<file path="src/rtl/spi_tx_scheduler.sv">
// spi_tx_scheduler: round-robin SPI slave transmit frame scheduler.
// Define SPI_TX_CHECKSUM_EN to append an XOR checksum byte per frame.
module spi_tx_scheduler #(
  parameter int NREQ       = 4,
  parameter int DATA_BYTES = 2
) (
  input  logic                         clk,
  input  logic                         rst,
  input  logic                         SCK,
  input  logic                         SS,
  output logic                         MISO,
  input  logic [NREQ-1:0]              req,
  input  logic [NREQ*DATA_BYTES*8-1:0] data,
  output logic [NREQ-1:0]              ack,
  output logic                         busy
);
  localparam int PW = DATA_BYTES * 8;
`ifdef SPI_TX_CHECKSUM_EN
  localparam int FW = PW + 16;
`else
  localparam int FW = PW + 8;
`endif
  localparam int GW = (NREQ > 1) ? $clog2(NREQ) : 1;
  localparam int CW = $clog2(FW + 1);

  typedef enum logic [1:0] {
    S_IDLE,
    S_LOAD,
    S_SHIFT,
    S_DONE
  } state_t;

  state_t r_state;
  state_t w_next;

  logic [2:0]      r_sck_s;
  logic [2:0]      r_ss_s;
  logic [FW-1:0]   r_frame;
  logic [CW-1:0]   r_bitcnt;
  logic [GW-1:0]   r_last;
  logic [GW-1:0]   r_grant;
  logic            r_valid;
  logic            r_miso;
  logic            r_busy;
  logic [NREQ-1:0] r_ack;

  logic            w_sck_rise;
  logic            w_sck_fall;
  logic            w_ss_rise;
  logic            w_ss_fall;
  logic            w_last_bit;
  logic            w_hit;
  logic [GW-1:0]   w_gnt;
  logic [GW:0]     w_j;
  logic [7:0]      w_hdr;
  logic [PW-1:0]   w_pl;
  logic [FW-1:0]   w_frame;
`ifdef SPI_TX_CHECKSUM_EN
  logic [7:0]      w_ck;
`endif

  assign w_sck_rise = r_sck_s[1] & ~r_sck_s[2];
  assign w_sck_fall = ~r_sck_s[1] & r_sck_s[2];
  assign w_ss_rise  = r_ss_s[1] & ~r_ss_s[2];
  assign w_ss_fall  = ~r_ss_s[1] & r_ss_s[2];
  assign w_last_bit = (r_bitcnt == CW'(FW - 1));

  assign MISO = r_miso;
  assign busy = r_busy;
  assign ack  = r_ack;

  // Bring the asynchronous SPI pins into the clk domain.
  always_ff @(posedge clk or posedge rst) begin
    if (rst) begin
      r_sck_s <= '0;
      r_ss_s  <= '0;
    end else begin
      r_sck_s <= {r_sck_s[1:0], SCK};
      r_ss_s  <= {r_ss_s[1:0], SS};
    end
  end

  // Round-robin pick: first pending req after the last granted one.
  always_comb begin
    w_hit = 1'b0;
    w_gnt = '0;
    w_j   = '0;
    for (int k = 1; k <= NREQ; k++) begin
      w_j = {1'b0, r_last} + (GW+1)'(k);
      if (w_j >= (GW+1)'(NREQ))
        w_j = w_j - (GW+1)'(NREQ);
      if (!w_hit && req[w_j[GW-1:0]]) begin
        w_hit = 1'b1;
        w_gnt = w_j[GW-1:0];
      end
    end
  end

  // Assemble the frame for the granted requester (all zero if none).
  always_comb begin
    w_pl = '0;
    for (int i = 0; i < NREQ; i++)
      if (w_hit && GW'(i) == w_gnt)
        w_pl = data[i*PW +: PW];
    w_hdr = w_hit ? {4'hA, 4'(w_gnt)} : 8'h00;
`ifdef SPI_TX_CHECKSUM_EN
    w_ck = w_hdr;
    for (int b = 0; b < DATA_BYTES; b++)
      w_ck = w_ck ^ w_pl[b*8 +: 8];
    w_frame = {w_hdr, w_pl, w_ck};
`else
    w_frame = {w_hdr, w_pl};
`endif
  end

  // State register.
  always_ff @(posedge clk or posedge rst) begin
    if (rst)
      r_state <= S_IDLE;
    else
      r_state <= w_next;
  end

  // Next state; an SS rise returns to IDLE from anywhere.
  always_comb begin
    w_next = r_state;
    case (r_state)
      S_IDLE:  if (w_ss_fall) w_next = S_LOAD;
      S_LOAD:  w_next = S_SHIFT;
      S_SHIFT: if (w_sck_rise && w_last_bit) w_next = S_DONE;
      S_DONE:  w_next = S_DONE;
      default: w_next = S_IDLE;
    endcase
    if (w_ss_rise)
      w_next = S_IDLE;
  end

  // Frame load, shifting, completion ack and grant history.
  always_ff @(posedge clk or posedge rst) begin
    if (rst) begin
      r_frame  <= '0;
      r_bitcnt <= '0;
      r_last   <= GW'(NREQ - 1);
      r_grant  <= '0;
      r_valid  <= 1'b0;
      r_miso   <= 1'b0;
      r_busy   <= 1'b0;
      r_ack    <= '0;
    end else begin
      r_ack <= '0;
      if (w_ss_rise) begin
        r_busy <= 1'b0;
        r_miso <= 1'b0;
      end else begin
        case (r_state)
          S_LOAD: begin
            r_frame  <= w_frame;
            r_miso   <= w_frame[FW-1];
            r_busy   <= 1'b1;
            r_bitcnt <= '0;
            r_valid  <= w_hit;
            r_grant  <= w_gnt;
          end
          S_SHIFT: begin
            if (w_sck_rise) begin
              r_bitcnt <= r_bitcnt + 1'b1;
              if (w_last_bit) begin
                r_miso <= 1'b0;
                if (r_valid) begin
                  r_ack  <= NREQ'(1) << r_grant;
                  r_last <= r_grant;
                end
              end
            end
            if (w_sck_fall) begin
              r_frame <= {r_frame[FW-2:0], 1'b0};
              r_miso  <= r_frame[FW-2];
            end
          end
          S_DONE:  r_miso <= 1'b0;
          default: ;
        endcase
      end
    end
  end

endmodule

</file>
<file path="config.mk">
export PLATFORM = sky130hd
export DESIGN_NAME = spi_tx_scheduler
export DESIGN_NICKNAME = d
export VERILOG_FILES = /design/src/rtl/spi_tx_scheduler.sv
export SDC_FILE = /design/constraint.sdc
export NUM_CORES = 1
export LEC_CHECK = 0
export CAP_MARGIN = 20
export CORE_UTILIZATION = 30
export DETAILED_ROUTE_END_ITERATION = 8
export GPL_ROUTABILITY_DRIVEN = 0
export PLACE_DENSITY = 0.53
export SYNTH_ARGS = -nofsm -noshare
export SYNTH_HDL_FRONTEND = slang
export SYNTH_SLANG_ARGS = --single-unit
export TNS_END_PERCENT = 50
</file>
<file path="constraint.sdc">
create_clock -name clk -period 2.1 [get_ports clk]
set_input_delay 0.315 -clock clk [delete_from_list [all_inputs] [get_ports clk]]
set_output_delay 0.315 -clock clk [all_outputs]
set_load 0.02 [all_outputs]
</file>
==> summary.txt <==
Place
  • Placed Area: 3770 sq um
  • DP Worst Slack: -0.0392 ns
  • I/O Buffers: 77
  • HPWL reported at the end of detailed placement: 5730 um

Worst setup path
  • Critical Path Source Type: flip-flop
  • CP max FO: 17
  • CP max-delay cell: dfrtp_1
  • CP Class: reg2reg
  • CP Data Arrival Time: 2.16 ns
  • CP required: 2.27 ns
  • CP endpoint kind: flip-flop
  • Largest stage delay, worst path: 0.39 ns
  • CP Cell Sequence: inv_1 -> ha_1 -> nor2b_2 -> buf_4 -> and3_1 -> buf_12 -> a222oi_1 -> o31ai_1

Power
  • PD cells: 996 nW/um^2
  • Internal power: 2.39 mW
  • Combinational fraction of design power: 46.2%
  • NetSw: 1.48 mW
  • Worst-case vdd ir drop: 0.374 mV
  • Leakage: 1.61 nW
  • Clk pwr share: 18.3%
  • Seq pwr share: 35.6%
  • Sw frac: 38.3%

Synth
  • Most numerous cell in the Yosys netlist: dfrtp_1
  • Flops & latches, synth: 47
  • Yosys top cell area share: 41.4%
  • XOR/XNOR Fraction of Synth Area: 1.29%
  • Ys Warns: 0
  • Adder-cell area share of the yosys netlist: 4.14%
  • Syn_area_per_cell: 9.38 sq um
  • Commonest cells in the netlist: 45 x dfrtp_1, 42 x nand2_1, 32 x o21ai_0
  • Post-Syn Instances: 290
  • Mux contribution to synthesized area: 2.39%
  • Simple-gate share of the synthesized area: 15.7%
  • Synthesized area: 2720 sq um
  • Synth cell types: 47
  • Complex-gate fraction of the synthesized area: 27.6%
  • Post-synth top flop: dfrtp_1
  • Ys async rst share: 100%
  • Post-synth EDFFs: 0
  • Post-synthesis sequential area ratio: 43.4%
  • Post-synth net total: 371
  • Post-synth top area cell: dfrtp_1
  • Synth area leaders: dfrtp_1 41%, o21ai_0 5.9%, nand2_1 5.8%
  • Main combinational cell family by area after synthesis: compound AO/OA/AOI/OAI gates

Route
  • Via-to-Cell Ratio: 5.41
  • DR vias: 2622
  • Detailed-route wire length per cell: 16.2 um
  • Drc violations: 0
  • Final ANT Viol Nets: 0
  • Drt first pass iters: 6
  • Drt first-iter violations: 191
  • Total length of routed wires: 7880 um

Timing
  • Unrepaired setup endpoints after global routing: no
  • Setup violators final: 0
  • Period utilisation layout: 94.9%
  • Clk_skew: 0.0104 ns
  • Worst setup margin: 0.108 ns
  • Post-layout minimum cycle time: 1.99 ns
  • TNS Setup: 0 ns
  • Final Max Tran Viols: 0
  • Slew HR: 68.1%
  • WHS: 0.336 ns
  • Fmax: 502 MHz
  • Worst Tran Pin Value: 0.478 ns
  • Final Hold Viols: 0

GRT
  • All-layer global routing usage: 17.0%
  • Met2 track demand over resource: 28.3%
  • First-pass GRT wire length: 13100 um
  • Largest net degree at the start of global routing: 29
  • M1 GR Usage: 22.9%
  • Met3 GRT Util: 2.45%
  • Vias in the first global route: 2655
  • GR peak layer: met2
  • Initial antenna violation count: 0
  • Grt total ovfl: 0

Outcome
  • Status: complete, no violations

Clocking
  • Clock tree buffer depth: 2
  • H-tree depth: 2
  • CTS tree: yes
  • Number of clock buffers inserted by TritonCTS: 5
  • Total clock sinks: 47
  • Clk Latency, worst-skew pair: 0.31 ns
  • CTS Hold Bufs: 0
  • Root Buffer: clkbuf_8
  • Reg clk slew, reported paths: 0.10 ns

Floorplanning
  • Die Wd: 97.2 um
  • FP Rows: 34
  • Core ar.: 8760 sq um
  • I/O pins: 78
  • Die area: 9450 sq um
  • Die Y: 97.2 um
  • Initial core utilization: 31.0%

Hold path
  • HP Class: in2async

Finish
  • Fin nets: 457
  • Antenna Cells: 0
  • Area growth from synthesis to layout: 42.8%
  • Share of cells above drive strength 1: 12.7%
  • Post-Layout Inst Area: 3880 sq um

Run
  • Max-cap viol count: 0
[per-stage QoR]
step	util, %	total power, mW	cells
4_1_cts	44.3	3.90	485
6_report	44.3	3.87	485
5_1_grt	44.3	4.17	485
3_5_place_dp	43.0	3.18	477
2_1_floorplan	-	2.50	290
3_3_place_gp	43.0	3.15	477
[kinds of logic (layout without fill, tap and decap cells)]
| logic type | Yosys count | count (layout) |
|---|---|---|
| mux | 6 | 6 |
| fa+ha+maj | 9 | 9 |
| compound gates | 100 | 100 |
| xor+xnor | 4 | 4 |
| flops | 47 | 47 |
| simple gates | 89 | 89 |
| buf+inv | 35 | 122 |
[worst max-delay path: cells and delay by family (launching register included)]
family,cells,cell delay [ns]
AO/OA/AOI/OAI,2,0.39
buffers and inverters,3,0.42
adder cells (fa/ha/maj),1,0.26
AND/OR/NAND/NOR,2,0.39
flip-flops,1,0.39
[area by class of cell]
class | instances | area (sq um)
well taps | 108 | 135
multi-input cells | 208 | 1390
fillers | 849 | 4880
clock inverters | 3 | 46.3
clock buffers | 5 | 68.8
flip-flops and latches | 47 | 1180
inverters | 13 | 48.8
repair buffers | 101 | 1010
[registers in the layout, indices dropped and copies added, names as in the netlist]
name,count
r_state,2
MISO,1
r_frame,23
r_last,2
r_valid,1
ack,4
r_ss_s,3
r_bitcnt,5
r_grant,2
busy,1
r_sck_s,3
[what timing repair did]
item	in CTS	in global routing
endpoints found under the setup margin	1	0
gates resized for setup	1	0
setup buffers	0	0
[cell usage in the layout, fill, tap and decap left out, types with 2 or more instances in the layout]
| master | n |
|---|---|
| a21oi_1 | 7 |
| a221oi_1 | 16 |
| a222oi_1 | 14 |
| a22o_1 | 3 |
| a31oi_1 | 2 |
| and3_1 | 3 |
| buf_12 | 5 |
| buf_4 | 19 |
| clkbuf_8 | 5 |
| clkdlybuf4s50_1 | 77 |
| dfrtp_1 | 45 |
| dfstp_2 | 2 |
| ha_1 | 9 |
| inv_1 | 12 |
| mux2_2 | 4 |
| mux2i_1 | 2 |
| nand2_1 | 42 |
| nand2b_1 | 4 |
| nand3_1 | 5 |
| nand4_1 | 2 |
| nor2_1 | 12 |
| nor2_2 | 2 |
| nor2b_1 | 5 |
| nor3_1 | 2 |
| nor3b_1 | 3 |
| o21ai_0 | 31 |
| o31ai_1 | 15 |
| or3_1 | 2 |
| xor2_1 | 3 |
[worst paths after layout]
check	startpoint	end	slack, ns	cells past startpoint
max	r_state[1]$_DFFE_PP0P_	r_frame[3]$_DFFE_PP0P_	0.11	8
min	rst	ack[2]$_DFF_PP0_	0.34	2
max reg2reg	r_state[1]$_DFFE_PP0P_	r_frame[3]$_DFFE_PP0P_	0.11	8
min reg2reg	r_ss_s[0]$_DFF_PP0_	r_ss_s[1]$_DFF_PP0_	0.36	0
max in group asynchronous	rst	r_frame[3]$_DFFE_PP0P_	1.24	3
min in group clk	r_ss_s[0]$_DFF_PP0_	r_ss_s[1]$_DFF_PP0_	0.36	0
[per-layer routing]
layer,vias to the layer above,routed length (um)
met5,-,0
met4,0,128
met3,9,351
met2,67,3710
met1,1284,3690
li1,1262,-
[power by group through the flow]
stage	Combinational, mW	Clock (mW)	Sequential (mW)
final	1.79	0.706	1.38
after global routing	2.00	0.761	1.41
after CTS	1.80	0.728	1.38
after detailed placement	1.79	0	1.39
after global placement	1.76	0	1.39
after floorplan	1.13	0	1.37
Power figures use the tool's default switching activity.
